--- config.mk ---
export PLATFORM = sky130hd
export DESIGN_NAME = mac_col_acc_flat
export DESIGN_NICKNAME = d
export VERILOG_FILES = /design/src/rtl/mac_pkg.sv /design/src/rtl/mac_col_acc_if.sv /design/src/rtl/mac_tree.sv /design/src/rtl/mac_col_acc.sv /design/src/flat_wrapper.sv
export SDC_FILE = /design/constraint.sdc
export NUM_CORES = 1
export LEC_CHECK = 0
export CAP_MARGIN = 10
export CORE_MARGIN = 4
export CORE_UTILIZATION = 51
export DETAILED_ROUTE_END_ITERATION = 8
export PLACE_DENSITY = 0.71
export SLEW_MARGIN = 10
export SYNTH_ARGS = -nofsm -noshare
export SYNTH_HDL_FRONTEND = slang
export SYNTH_SLANG_ARGS = --single-unit
--- constraint.sdc ---
create_clock -name clk -period 8.09 [get_ports clk]
set_input_delay 2.427 -clock clk [delete_from_list [all_inputs] [get_ports clk]]
set_output_delay 2.427 -clock clk [all_outputs]
set_load 0.01 [all_outputs]
--- src/rtl/mac_pkg.sv ---
// mac_pkg: instruction bit positions and default sizing shared by the MAC column files.
package mac_pkg;
    localparam int LOAD        = 0;
    localparam int EXEC        = 1;
    localparam int ACC         = 2;
    localparam int DEF_BW      = 4;
    localparam int DEF_PR      = 8;
    localparam int DEF_NUM_COL = 8;
endpackage

--- src/rtl/mac_col_acc_if.sv ---
// mac_col_acc_if: instruction/operand bus between neighbouring MAC columns.
interface mac_col_acc_if import mac_pkg::*; #(
    parameter int BW      = DEF_BW,
    parameter int PR      = DEF_PR,
    parameter int BW_PSUM = 2*BW+6
);
    logic [2:0]                i_inst;
    logic [2*PR*BW-1:0]        q_in;
    logic [2*PR*BW-1:0]        q_out;
    logic [2:0]                o_inst;
    logic signed [BW_PSUM-1:0] out;
    logic                      fifo_wr;
    logic                      key_ready;
    modport master (output i_inst, q_in, input q_out, o_inst, out, fifo_wr, key_ready);
    modport slave (input i_inst, q_in, output q_out, o_inst, out, fifo_wr, key_ready);
endinterface

--- src/rtl/mac_tree.sv ---
// mac_tree: registered signed element products feeding a full-width adder tree.
module mac_tree import mac_pkg::*; #(
    parameter int BW = DEF_BW,
    parameter int PR = DEF_PR
) (
    input  logic                                 clk,
    input  logic                                 reset,
    input  logic [2*PR*BW-1:0]                   i_a,
    input  logic [2*PR*BW-1:0]                   i_b,
    output logic signed [2*BW+$clog2(2*PR)-1:0]  o_sum
);
    localparam int SW = 2*BW + $clog2(2*PR);
    logic signed [2*BW-1:0] r_prod [2*PR];
    // Operands widened first so the product carries its full 2*BW bits.
    always_ff @(posedge clk)
        for (int i = 0; i < 2*PR; i++)
            r_prod[i] <= reset ? '0 : (2*BW)'($signed(i_a[i*BW +: BW])) * (2*BW)'($signed(i_b[i*BW +: BW]));
    always_comb begin
        o_sum = '0;
        for (int i = 0; i < 2*PR; i++)
            o_sum = o_sum + SW'(r_prod[i]);
    end
endmodule

--- src/rtl/mac_col_acc.sv ---
// mac_col_acc: one systolic column; captures a key, forwards query/instruction, emits dot products.
// Optional MAC_COL_ACC_SAT_EN makes the accumulate add saturate instead of wrap.
module mac_col_acc import mac_pkg::*; #(
    parameter int BW      = DEF_BW,
    parameter int PR      = DEF_PR,
    parameter int BW_PSUM = 2*BW+6,
    parameter int NUM_COL = DEF_NUM_COL,
    parameter int COL_ID  = 0
) (
    input logic          clk,
    input logic          reset,
    mac_col_acc_if.slave bus
);
    localparam int SW = 2*BW + $clog2(2*PR);
    localparam int CW = $clog2(NUM_COL + 2);
    // Number of earlier loads seen when the capturing load arrives.
    localparam logic [CW-1:0] KEY_AT = CW'(NUM_COL - COL_ID);
    logic [2:0]                r_o_inst;
    logic [2*PR*BW-1:0]        r_query;
    logic [2*PR*BW-1:0]        r_key;
    logic [CW-1:0]             r_cnt;
    logic                      r_key_ready;
    logic                      r_v1;
    logic                      r_acc1;
    logic                      r_fifo_wr;
    logic signed [BW_PSUM-1:0] r_out;
    logic signed [SW-1:0]      w_sum;
    logic signed [BW_PSUM-1:0] w_ext;
    logic signed [BW_PSUM-1:0] w_nxt;
    logic                      w_ld;
    logic                      w_ex;
    logic                      w_cnt_en;
    logic                      w_hit;
    assign w_ld     = r_o_inst[LOAD];
    assign w_ex     = r_o_inst[EXEC] & ~w_ld;
    assign w_cnt_en = w_ld & ~r_key_ready;
    assign w_hit    = w_cnt_en & (r_cnt == KEY_AT);
    assign w_ext    = BW_PSUM'(w_sum);
    mac_tree #(.BW(BW), .PR(PR)) u_tree (
        .clk   (clk),
        .reset (reset),
        .i_a   (r_key),
        .i_b   (bus.q_in),
        .o_sum (w_sum)
    );
`ifdef MAC_COL_ACC_SAT_EN
    localparam logic signed [BW_PSUM-1:0] MAXV = {1'b0, {(BW_PSUM-1){1'b1}}};
    localparam logic signed [BW_PSUM-1:0] MINV = {1'b1, {(BW_PSUM-1){1'b0}}};
    logic signed [BW_PSUM:0] w_add;
    assign w_add = (BW_PSUM+1)'(r_out) + (BW_PSUM+1)'(w_ext);
    // Top two bits disagree exactly when the sum left the BW_PSUM range.
    assign w_nxt = ~r_acc1 ? w_ext :
                   (w_add[BW_PSUM] != w_add[BW_PSUM-1]) ? (w_add[BW_PSUM] ? MINV : MAXV) :
                   w_add[BW_PSUM-1:0];
`else
    assign w_nxt = r_acc1 ? r_out + w_ext : w_ext;
`endif
    always_ff @(posedge clk) begin
        if (reset) begin
            r_o_inst    <= '0;
            r_query     <= '0;
            r_key       <= '0;
            r_cnt       <= '0;
            r_key_ready <= 1'b0;
            r_v1        <= 1'b0;
            r_acc1      <= 1'b0;
            r_fifo_wr   <= 1'b0;
            r_out       <= '0;
        end else begin
            r_o_inst  <= bus.i_inst;
            r_v1      <= w_ex;
            r_acc1    <= r_o_inst[ACC];
            r_fifo_wr <= r_v1;
            if (w_ld | r_o_inst[EXEC]) r_query <= bus.q_in;
            if (w_cnt_en) r_cnt <= w_hit ? '0 : r_cnt + 1'b1;
            if (w_hit) r_key <= bus.q_in;
            if (w_hit) r_key_ready <= 1'b1;
            if (r_v1) r_out <= w_nxt;
        end
    end
    assign bus.q_out     = r_query;
    assign bus.o_inst    = r_o_inst;
    assign bus.out       = r_out;
    assign bus.fifo_wr   = r_fifo_wr;
    assign bus.key_ready = r_key_ready;
endmodule

--- src/flat_wrapper.sv ---
// flat-port wrapper written by rule: the top's interface ports become plain ports
module mac_col_acc_flat import mac_pkg::*;
#(
    parameter int BW      = DEF_BW,
    parameter int PR      = DEF_PR,
    parameter int BW_PSUM = 2*BW+6,
    parameter int NUM_COL = DEF_NUM_COL,
    parameter int COL_ID  = 0
)
  (clk, reset, bus_i_inst, bus_q_in, bus_q_out, bus_o_inst, bus_out, bus_fifo_wr, bus_key_ready);
  mac_col_acc_if #(.BW(BW), .PR(PR), .BW_PSUM(BW_PSUM)) bus_i ();
  input logic clk;
  input logic reset;
  input wire logic [$bits(bus_i.i_inst)-1:0] bus_i_inst;
  input wire logic [$bits(bus_i.q_in)-1:0] bus_q_in;
  output wire logic [$bits(bus_i.q_out)-1:0] bus_q_out;
  output wire logic [$bits(bus_i.o_inst)-1:0] bus_o_inst;
  output wire logic [$bits(bus_i.out)-1:0] bus_out;
  output wire logic [$bits(bus_i.fifo_wr)-1:0] bus_fifo_wr;
  output wire logic [$bits(bus_i.key_ready)-1:0] bus_key_ready;
  assign bus_i.i_inst = bus_i_inst;
  assign bus_i.q_in = bus_q_in;
  assign bus_q_out = bus_i.q_out;
  assign bus_o_inst = bus_i.o_inst;
  assign bus_out = bus_i.out;
  assign bus_fifo_wr = bus_i.fifo_wr;
  assign bus_key_ready = bus_i.key_ready;
  mac_col_acc #(.BW(BW), .PR(PR), .BW_PSUM(BW_PSUM), .NUM_COL(NUM_COL), .COL_ID(COL_ID)) u_core (.clk(clk), .reset(reset), .bus(bus_i));
endmodule
==> results of run 1 <==
## registers in the layout, summed over array words and instances (netlist names)
signal and count:
u_core.r_acc1 1, u_core.r_key 64, u_core.r_cnt 4, u_core.bus.q_out 64, u_core.r_v1 1, u_core.bus.key_ready 1
u_core.bus.o_inst 3, u_core.bus.out 14, u_core.u_tree.r_prod 128, u_core.bus.fifo_wr 1
## worst max-delay path by stage
stage                          startpoint                  to  slack, ns  depth (start not counted)
3_5_place_dp   u_core.u_tree.r_prod[1][2]  u_core.bus.out[13]       0.90                         25
2_1_floorplan  u_core.u_tree.r_prod[1][2]  u_core.bus.out[13]       1.37                         25
6_report       u_core.u_tree.r_prod[1][2]  u_core.bus.out[13]       0.92                         25
4_1_cts        u_core.u_tree.r_prod[1][2]  u_core.bus.out[13]       0.89                         25
3_3_place_gp   u_core.u_tree.r_prod[1][2]  u_core.bus.out[13]       1.03                         25
5_1_grt        u_core.u_tree.r_prod[1][2]  u_core.bus.out[13]       0.41                         25
## cells in the final DEF (no fill, tap or decap), types with 2 or more instances in the layout
cell	netlist	layout
inv_1	458	458
nand2_1	357	357
dfxtp_1	281	281
fa_1	265	265
ha_1	227	227
a21oi_1	175	175
clkdlybuf4s50_1	0	150
nor2_1	122	121
and2_1	101	101
xnor2_1	92	92
nor2b_1	57	57
xor2_1	43	43
nand2b_1	38	38
clkbuf_16	0	37
a21o_1	36	36
o21ai_0	15	15
a211oi_1	8	8
nor3_1	8	8
o21bai_1	7	7
nand3_1	7	7
mux2i_1	7	7
clkbuf_1	56	7
buf_4	0	7
bufinv_16	0	5
clkinv_2	0	5
a31oi_1	4	4
clkinvlp_4	0	4
o21ai_1	3	3
nor3b_1	3	3
a21boi_1	2	2
o21a_1	2	2
o2111ai_1	2	2
or2_2	1	2
a311oi_1	2	2
nand3b_1	2	2
## through the flow
stage	utilization	instance area (sq um)	worst slack (ns)	instances	power (uW)
2_1_floorplan	-	21800	1.37	2411	6260
3_3_place_gp	0.566	23800	1.03	3043	7380
3_5_place_dp	0.566	23800	0.902	3043	7530
4_1_cts	0.594	25000	0.893	3103	9240
5_1_grt	0.594	25000	0.413	3103	10100
6_report	0.594	25000	0.916	3103	9220
## worst reg2reg max path: stages, from the launching register on
cell	delay [ns]
dfxtp_1	0.31
inv_1	0.05
fa_1	0.53
inv_1	0.05
fa_1	0.50
fa_1	0.52
fa_1	0.52
fa_1	0.54
inv_1	0.05
fa_1	0.46
inv_1	0.07
ha_1	0.17
inv_1	0.06
fa_1	0.40
nor2b_1	0.13
o21ai_1	0.08
a21boi_1	0.27
o31a_1	0.19
o22a_1	0.16
xor2_1	0.24
ha_1	0.34
a211oi_1	0.32
nand3_1	0.12
a221oi_1	0.33
mux4_2	0.55
a31oi_1	0.13
## area by class of cell
type                       count  area (sq um)
clock inverter                15           214
inverter                     458          1720
tap                          539           674
sequential                   281          5630
timing repair buffer         158          1570
fill                        3653         17100
clock buffer                  45           966
multi-input combinational   1607         14200
## synthesized netlist by cell type, types with 2 or more instances
| cell type | number |
|---|---|
| a21oi_1 | 175 |
| mux2i_1 | 7 |
| a21o_1 | 36 |
| nor2_1 | 122 |
| nand2b_1 | 38 |
| nor2b_1 | 57 |
| a211oi_1 | 8 |
| nand3_1 | 7 |
| dfxtp_1 | 281 |
| a31oi_1 | 4 |
| nor3b_1 | 3 |
| o2111ai_1 | 2 |
| nor3_1 | 8 |
| buf_1 | 6 |
| fa_1 | 265 |
| ha_1 | 227 |
| nand3b_1 | 2 |
| and2_1 | 101 |
| xnor2_1 | 92 |
| clkbuf_1 | 56 |
| a311oi_1 | 2 |
| a21boi_1 | 2 |
| o21ai_1 | 3 |
| nand2_1 | 357 |
| o21a_1 | 2 |
| inv_1 | 458 |
| buf_2 | 3 |
| o21bai_1 | 7 |
| o21ai_0 | 15 |
| xor2_1 | 43 |
| or2_1 | 2 |
## where the power goes
part / internal [uW] / switching (uW) / total [uW]
Clock: 1000 / 619 / 1620
Combinational: 2510 / 3600 / 6110
Sequential: 1450 / 38.5 / 1490
Total: 4970 / 4260 / 9220
## routing by layer
layer,GRT usage,vias up,share of wire,wire length (um)
li1,-,7612,-,-
met1,0.276,7511,0.46,21400
met2,0.358,199,0.49,22700
met3,0.0275,55,0.032,1470
met4,0.0521,0,0.019,865
met5,0,-,0,0
## kinds of logic (layout without fill, tap and decap cells)
logic type      count (synthesis)  count (layout)  share of synthesized area
compound gates                267             267                     0.0716
xor+xnor                      135             135                     0.0543
fa+ha+maj                     492             492                      0.374
buf+inv                       523             676                     0.0903
flops                         281             281                      0.258
mux                             9               9                    0.00477
simple gates                  704             704                      0.147
==> flow_metrics.py, run 1 <==
metrics = {
    "status": {
        "status": "finished clean",
    },
    "critical_path": {
        "critical-path-top-delay-family": "adder cells",
        "r2r_end": "u_core.bus.out[13]",
        "worst-endpoint-arrival_ns": 7.63,
        "critPathSlowestCell": "mux4_2",
        "crit_path_frequent_cell": "fa_1",
        "rr_startpoint": "u_core.u_tree.r_prod[1][2]",
        "r2r_slack_ns": 0.92,
        "slowest_delay_ns": 0.55,
        "path_class": "register to register",
        "critPathLaunchType": "register",
        "required_ns": 8.54,
        "crit_buf_inv": 5,
        "cp-end-kind": "register",
        "critical_path.max_fanout": 5,
        "r2r_cells": 25,
    },
    "global_routing": {
        "overflow": 0,
        "grt_pass1_vias": 16463,
        "grt_max_degree": 144,
        "track_usage": 0.207,
        "grt_pass1_wl_um": 80100,
        "antenna_found_initial": 0,
    },
    "floorplanning": {
        "rows": 75,
        "die_w_um": 215,
        "initial_core_util": 0.518,
        "io_pins": 152,
        "die_h_um": 215,
        "die_area_sq_um": 46100,
        "core_region_area_sq_um": 42000,
    },
    "synth": {
        "yosysTopAreaCell": "dfxtp_1",
        "synth.avg_cell_area_sq_um": 9.04,
        "ys_ff_latch": 281,
        "synth_seq_area_share": 0.258,
        "syn-cell-area_sq_um": 21800,
        "synth.area.top_cells": "dfxtp_1, fa_1, ha_1",
        "synth_cells": 2411,
        "synth_edf_count": 0,
        "synth_warnings": 0,
        "syn_nets": 2972,
        "ys.flop_type": "dfxtp_1",
        "ys_types": 51,
        "synth_top_area_share": 0.258,
        "async_reset_ff_frac": 0,
    },
    "timing": {
        "rsz0062_at_grt": "false",
        "fin_crit_sh": 0.887,
        "finalSetupViolations": 0,
        "fin_skew_ns": 0.0120,
        "maxSlewHeadroom": 0.387,
        "max_freq_mhz": 139,
        "post-route-min-period_ns": 7.17,
        "timing.setup.tns_ns": 0,
        "holdWs_ns": 0.449,
        "slew_viol_final": 0,
        "hold_viol_final": 0,
        "worstMarginPinSlew_ns": 0.918,
    },
    "min_path": {
        "hold_class": "register to register",
        "holdPathEnd": "u_core.bus.q_out[63]",
        "hold_depth": 2,
        "min_from": "u_core.bus.q_out[63]",
    },
    "clock_tree": {
        "post_cts_buffers": 0,
        "clockBufferDepth": 3,
        "cts.htree.levels": 2,
        "clk_latency_ns": 0.54,
        "clockRootBuffer": "clkbuf_16",
        "cts_resized": 0,
        "postCtsHoldBufs": 0,
        "clk_pin_slew_ns": 0.06,
        "cts.sinks": 281,
        "cts_made_buffers": 35,
        "cts_tree": "done",
    },
    "power": {
        "p_per_area_nw_per_um2": 369,
        "p_leak_uw": 0.0121,
        "ir_worst_vdd_mv": 0.774,
    },
    "finish": {
        "area_growth_pct": 14.6,
        "fin_nets": 3102,
        "drive_gt1_frac": 0.0277,
        "antenna_cells": 0,
    },
    "placed_design": {
        "dp_hpwl_um": 36000,
        "io_buffers": 151,
        "gp_congestion": 0.870,
    },
    "run": {
        "cap_violations": 0,
    },
    "drt": {
        "drt_iter0_drc": 626,
        "postRouteAntennaNets": 0,
        "drc": 0,
        "vias_per_cell": 4.96,
        "first_pass_iters": 4,
        "wl_per_cell_um": 15.0,
        "num_vias": 15377,
        "drt_wl_total_um": 46400,
    },
}
Note: power is estimated with default switching activity, not from simulation.
==> run 2, diff against run 1 <==
Settings changed: PLACE_DENSITY 0.71 to 0.75, SYNTH_HIERARCHICAL from default to 1.
==> run 2 against run 1 <==
  * Core utilization up 0.057 points
  * Global-route usage down 0.33 points
  * Synthesized cell count down 0.66%
  * Maximum frequency up 10%
  * Clock power down 6%
  * Cell area up 0.77%
  * Non-clock buffer count down 2
  * Via count up 0.81%
  * Sequential share of layout area down 0.17 points
  * Count of clock-buffer cells in the layout up 2
  * Critical path type unchanged
  * Critical endpoint is now u_core/bus.out[11]
  * Largest cell class unchanged
  * Highest routed layer unchanged
==> flow_metrics.py, run 2 <==
metrics = {
    "status": {
        "status": "finished clean",
    },
    "global_routing": {
        "grt_pass1_wl_um": 79600,
        "antenna_found_initial": 0,
        "track_usage": 0.204,
        "grt_pass1_vias": 16489,
        "overflow": 0,
        "grt_max_degree": 142,
    },
    "synth": {
        "synth.avg_cell_area_sq_um": 9.18,
        "ys_ff_latch": 281,
        "synth.area.top_cells": "dfxtp_1, fa_1, ha_1",
        "synth_seq_area_share": 0.256,
        "syn-cell-area_sq_um": 22000,
        "synth_edf_count": 0,
        "syn_nets": 2953,
        "synth_common_cells": "inv_1, nand2_1, dfxtp_1, fa_1, ha_1",
        "synth_warnings": 6,
        "yosysTopAreaCell": "dfxtp_1",
        "async_reset_ff_frac": 0,
        "ys_types": 54,
        "yosysMostFrequentCell": "inv_1",
        "synth_cells": 2395,
        "ys.flop_type": "dfxtp_1",
        "synth_top_area_share": 0.256,
    },
    "critical_path": {
        "slowest_delay_ns": 0.56,
        "worst-endpoint-arrival_ns": 6.88,
        "cp-end-kind": "register",
        "critical_path.cell_chain": "inv_1 > fa_1 > fa_1 > inv_1 > fa_1 > fa_1 > fa_1 > inv_1 > fa_1 > inv_1 > ha_1 > fa_1 > a21oi_1 > o211a_1 > o21bai_1 > xor2_1 > ha_1 > nand2_1 > nor2b_1 > a21oi_4 > or4_1 > o211ai_1 > a211oi_1",
        "critical_path.max_fanout": 5,
        "critPathSlowestCell": "fa_1",
        "r2r_slack_ns": 1.58,
        "required_ns": 8.46,
        "r2r_cells": 23,
        "critPathLaunchType": "register",
        "critical-path-top-delay-family": "adder cells",
        "crit_path_frequent_cell": "fa_1",
        "rr_startpoint": "u_core/u_tree/r_prod[1][2]",
        "path_class": "register to register",
        "r2r_end": "u_core/bus.out[11]",
        "crit_buf_inv": 4,
    },
    "clock_tree": {
        "clk_latency_ns": 0.53,
        "clockBufferDepth": 3,
        "postCtsHoldBufs": 0,
        "cts_made_buffers": 34,
        "cts_tree": "done",
        "post_cts_buffers": 0,
        "clk_pin_slew_ns": 0.06,
        "clockRootBuffer": "clkbuf_16",
        "cts_resized": 0,
        "cts.htree.levels": 2,
        "cts.sinks": 281,
    },
    "timing": {
        "finalSetupViolations": 0,
        "hold_viol_final": 0,
        "worstMarginPinSlew_ns": 1.01,
        "max_freq_mhz": 154,
        "slew_viol_final": 0,
        "timing.setup.tns_ns": 0,
        "rsz0062_at_grt": "false",
        "fin_crit_sh": 0.804,
        "post-route-min-period_ns": 6.51,
        "holdWs_ns": 0.448,
        "maxSlewHeadroom": 0.324,
        "fin_skew_ns": 0.0206,
    },
    "placed_design": {
        "gp_congestion": 0.838,
        "dp_hpwl_um": 35900,
        "io_buffers": 151,
    },
    "finish": {
        "drive_gt1_frac": 0.0483,
        "mostFrequentLayoutCell": "inv_1",
        "fillers": 3546,
        "largest_reg_flops": 128,
        "area_growth_pct": 14.4,
        "final_cell_mix": "inv_1, nand2_1, dfxtp_1",
        "top_register": "u_core/u_tree/r_prod",
        "fin_nets": 3080,
        "antenna_cells": 0,
    },
    "min_path": {
        "holdPathEnd": "u_core/bus.q_out[16]",
        "hold_depth": 2,
        "hold_class": "register to register",
        "min_from": "u_core/bus.q_out[16]",
    },
    "run": {
        "cap_violations": 0,
    },
    "floorplanning": {
        "die_h_um": 216,
        "core_region_area_sq_um": 42300,
        "initial_core_util": 0.520,
        "rows": 75,
        "io_pins": 152,
        "die_area_sq_um": 46500,
        "die_w_um": 216,
    },
    "drt": {
        "vias_per_cell": 4.97,
        "drc": 0,
        "drt_wl_total_um": 46100,
        "postRouteAntennaNets": 0,
        "drt_iter0_drc": 713,
        "wl_per_cell_um": 14.8,
        "num_vias": 15501,
        "first_pass_iters": 5,
    },
    "power": {
        "p_per_area_nw_per_um2": 375,
        "ir_worst_vdd_mv": 0.753,
        "p_leak_uw": 0.0120,
    },
}
[run 2: final cells by class]
| class | count | area, sq um | share of cell area |
|---|---|---|---|
| Tap cell | 577 | 722 | 0.0287 |
| Inverter | 444 | 1670 | 0.0662 |
| Sequential cell | 281 | 5630 | 0.224 |
| Clock inverter | 12 | 103 | 0.00408 |
| Clock buffer | 47 | 1030 | 0.0410 |
| Timing Repair Buffer | 156 | 1570 | 0.0623 |
| Multi-Input combinational cell | 1605 | 14400 | 0.574 |
[run 2: kinds of logic after synthesis]
kind of cell	synth area share
flip-flops	0.256
XOR/XNOR	0.0459
AO/OA/AOI/OAI	0.0715
multiplexers	0.00597
adder cells (fa/ha/maj)	0.369
buffers and inverters	0.0878
AND/OR/NAND/NOR	0.164
[run 2: report_power, final]
part | switching (uW) | internal, uW
registers | 39.2 | 1450
clock network | 601 | 924
logic | 3710 | 2700
total | 4350 | 5070
[run 2: how the worst max path moves through the flow]
stage	startpoint	to	slack, ns	cells after the start
2_1_floorplan	u_core/u_tree/r_prod[1][2]	u_core/bus.out[11]	1.97	23
3_3_place_gp	u_core/u_tree/r_prod[4][2]	u_core/bus.out[11]	1.73	23
3_5_place_dp	u_core/u_tree/r_prod[1][2]	u_core/bus.out[11]	1.58	23
4_1_cts	u_core/u_tree/r_prod[1][2]	u_core/bus.out[11]	1.59	23
5_1_grt	u_core/u_tree/r_prod[1][6]	u_core/bus.out[13]	1.25	22
6_report	u_core/u_tree/r_prod[1][2]	u_core/bus.out[11]	1.58	23
[run 2: stage by stage]
stage,util,instances,instance area (sq um),power [uW],setup WS [ns]
3_5_place_dp,0.568,3063,24000,7860,1.58
4_1_cts,0.594,3122,25200,9440,1.59
5_1_grt,0.594,3122,25200,10100,1.25
2_1_floorplan,-,2395,22000,6630,1.97
6_report,0.594,3122,25200,9430,1.58
3_3_place_gp,0.568,3063,24000,7600,1.73
[run 2: metal layers]
| layer | vias to the layer above | wire length [um] | global-route usage |
|---|---|---|---|
| li1 | 7629 | - | - |
| met1 | 7547 | 21000 | 0.273 |
| met2 | 260 | 22400 | 0.349 |
| met3 | 65 | 1820 | 0.0280 |
| met4 | 0 | 953 | 0.0550 |
| met5 | - | 0 | 0 |
[run 2: worst register-to-register path: stages, from the launching register on]
cell,delay [ns]
dfxtp_1,0.31
inv_1,0.05
fa_1,0.50
fa_1,0.56
inv_1,0.06
fa_1,0.49
fa_1,0.50
fa_1,0.48
inv_1,0.05
fa_1,0.47
inv_1,0.04
ha_1,0.22
fa_1,0.47
a21oi_1,0.21
o211a_1,0.19
o21bai_1,0.09
xor2_1,0.17
ha_1,0.39
nand2_1,0.11
nor2b_1,0.22
a21oi_4,0.11
or4_1,0.48
o211ai_1,0.09
a211oi_1,0.10
==> run 3, diff against run 2 <==
Clock period 8.09 ns to 6.1 ns, I/O delays scaled along.
==> run 3 against run 2 <==
  * The run now ends with setup timing left
  * Die area is the same
  * Clock skew grew 0.0085 ns
  * Sequential share of layout area shrank 0.34 points
  * Power grew 65%
  * Worst hold slack lost 0.0017 ns
  * Combinational power grew 79%
  * Count of clock-buffer cells in the layout is the same
  * Global-route usage grew 0.37 points
  * Clock power grew 37%
  * Highest routed layer unchanged
==> flow_metrics.py, run 3 (same netlist as run 2, synthesis figures left out) <==
metrics = {
    "finish": {
        "drive_gt1_frac": 0.0684,
        "largest_reg_flops": 128,
        "final_cell_mix": "inv_1, nand2_1, dfxtp_1",
        "stdcell_count": 3150,
        "mostFrequentLayoutCell": "inv_1",
        "final_area_sq_um": 25600,
        "fillers": 3508,
        "fin_nets": 3107,
        "area_growth_pct": 16.2,
        "top_register": "u_core/u_tree/r_prod",
        "antenna_cells": 0,
        "utilization": 0.604,
        "regArea_sq_um": 5630,
        "multi_input_area_sq_um": 14600,
    },
    "power": {
        "netSwitchingPower_uw": 6900,
        "p_leak_uw": 0.0121,
        "clkPwrFrac": 0.134,
        "p_per_area_nw_per_um2": 609,
        "pwr-share-seq": 0.127,
        "netSwitchingFraction": 0.443,
        "ir_worst_vdd_mv": 1.39,
        "intPower_uw": 8660,
        "comb_power_share": 0.739,
    },
    "floorplanning": {
        "initial_core_util": 0.520,
        "io_pins": 152,
        "die_w_um": 216,
        "die_h_um": 216,
        "die_area_sq_um": 46500,
        "rows": 75,
        "core_region_area_sq_um": 42300,
    },
    "critical_path": {
        "critPathSlowestCell": "fa_1",
        "slowest_delay_ns": 0.57,
        "path_class": "register to register",
        "crit_path_frequent_cell": "fa_1",
        "critPathLaunchType": "register",
        "required_ns": 6.49,
        "worst-endpoint-arrival_ns": 6.63,
        "critical_path.cell_chain": "inv_2 > fa_1 > inv_1 > fa_1 > fa_1 > fa_1 > fa_1 > inv_1 > fa_1 > inv_2 > ha_4 > fa_2 > a21oi_2 > o211a_1 > o21bai_1 > xor2_1 > ha_2 > nand2_4 > o21ai_2 > a21oi_4 > or4_4 > o211ai_1 > a211oi_1",
        "cp-end-kind": "register",
        "critical_path.max_fanout": 4,
    },
    "clock_tree": {
        "clockRootBuffer": "clkbuf_16",
        "clockBufferDepth": 3,
        "cts.htree.levels": 2,
        "postCtsHoldBufs": 0,
        "cts_made_buffers": 35,
        "clk_latency_ns": 0.55,
        "cts.sinks": 281,
        "clk_pin_slew_ns": 0.06,
        "cts_tree": "done",
    },
    "drt": {
        "drc": 0,
        "drt_iter0_drc": 847,
        "wl_per_cell_um": 15.0,
        "wl_met1_um": 21400,
        "num_vias": 15639,
        "met3WireLength_um": 1730,
        "postRouteAntennaNets": 0,
        "top_layer": "met4",
        "first_pass_iters": 7,
        "vias_per_cell": 4.96,
        "drt_wl_total_um": 47400,
        "wl_met2_um": 23300,
    },
    "timing": {
        "worstMarginPinSlew_ns": 1.06,
        "fin_crit_sh": 1.02,
        "worst_slack_ns": -0.134,
        "hold_viol_final": 0,
        "slew_viol_final": 0,
        "finalSetupViolations": 5,
        "max_freq_mhz": 160,
        "fin_skew_ns": 0.0291,
        "post-route-min-period_ns": 6.23,
        "maxSlewHeadroom": 0.290,
        "rsz0062_at_grt": "true",
    },
    "run": {
        "cap_violations": 0,
    },
    "placed_design": {
        "dp_hpwl_um": 36800,
        "place_area_sq_um": 24200,
        "gp_congestion": 0.866,
        "dp.cells": 3083,
        "io_buffers": 151,
    },
    "global_routing": {
        "track_usage": 0.207,
        "grt_max_degree": 131,
        "overflow": 0,
        "antenna_found_initial": 2,
        "grt_pass1_wl_um": 81000,
        "grt_pass1_vias": 16789,
    },
    "status": {
        "violations": "setup timing",
        "status": "complete, but fails checks",
    },
    "min_path": {
        "hold_class": "register to register",
    },
}
==> run 3: worst paths after layout <==
| path | startpoint | end | slack [ns] | cells after the start |
|---|---|---|---|---|
| worst max-delay path | u_core/u_tree/r_prod[6][10] | u_core/bus.out[11] | -0.13 | 23 |
| worst min-delay path | u_core/bus.q_out[16] | u_core/bus.q_out[16] | 0.45 | 2 |
| worst max register to register | u_core/u_tree/r_prod[6][10] | u_core/bus.out[11] | -0.13 | 23 |
| worst min register to register | u_core/bus.q_out[16] | u_core/bus.q_out[16] | 0.45 | 2 |
==> run 3: through the flow <==
step	total power [uW]	TNS (ns)	setup WS (ns)	hold slack, ns
after CTS	14900	-0.365	-0.130	0.451
final	15600	-0.420	-0.134	0.447
after global routing	16800	-1.87	-0.369	0.465
after detailed placement	11700	-1.31	-0.297	0.444
after global placement	11300	-0.610	-0.167	0.437
after floorplan	8850	0	0.00680	0.435
==> run 3: area by class of cell <==
class                      instances  area share
clock inverter                    14     0.00670
inverter                         444      0.0652
multi-input combinational       1605       0.572
sequential                       281       0.220
clock buffer                      47      0.0388
tap                              577      0.0282
timing repair buffer             182      0.0687
==> run 3: critical path: cells and delay by family, from the launching register on <==
kind                     cells  cell delay, ns
XOR/XNOR                     1            0.18
AND/OR/NAND/NOR              2            0.56
buffers and inverters        4            0.18
flip-flops                   1            0.32
adder cells (fa/ha/maj)      9            3.99
AO/OA/AOI/OAI                7            0.85
==> run 3: repair_timing <==
action,4_1_cts,5_1_grt
setup endpoints to repair,6,9
gates resized for setup,21,15
endpoints found under the hold margin,0,0
buffers inserted,6,0
pin swaps,22,13
==> run 3: power groups by stage <==
stage / logic [uW] / registers [uW] / clock network (uW)
after floorplan: 6830 / 2020 / 0
after global placement: 9290 / 2010 / 0
after detailed placement: 9710 / 2010 / 0
after CTS: 10800 / 1970 / 2150
after global routing: 12600 / 1980 / 2210
final: 11500 / 1970 / 2090
==> run 3: layer usage <==
metal | GRT usage | up-vias
li1 | - | 7693
met1 | 0.277 | 7612
met2 | 0.359 | 268
met3 | 0.0260 | 66
met4 | 0.0539 | 0
met5 | 0 | -
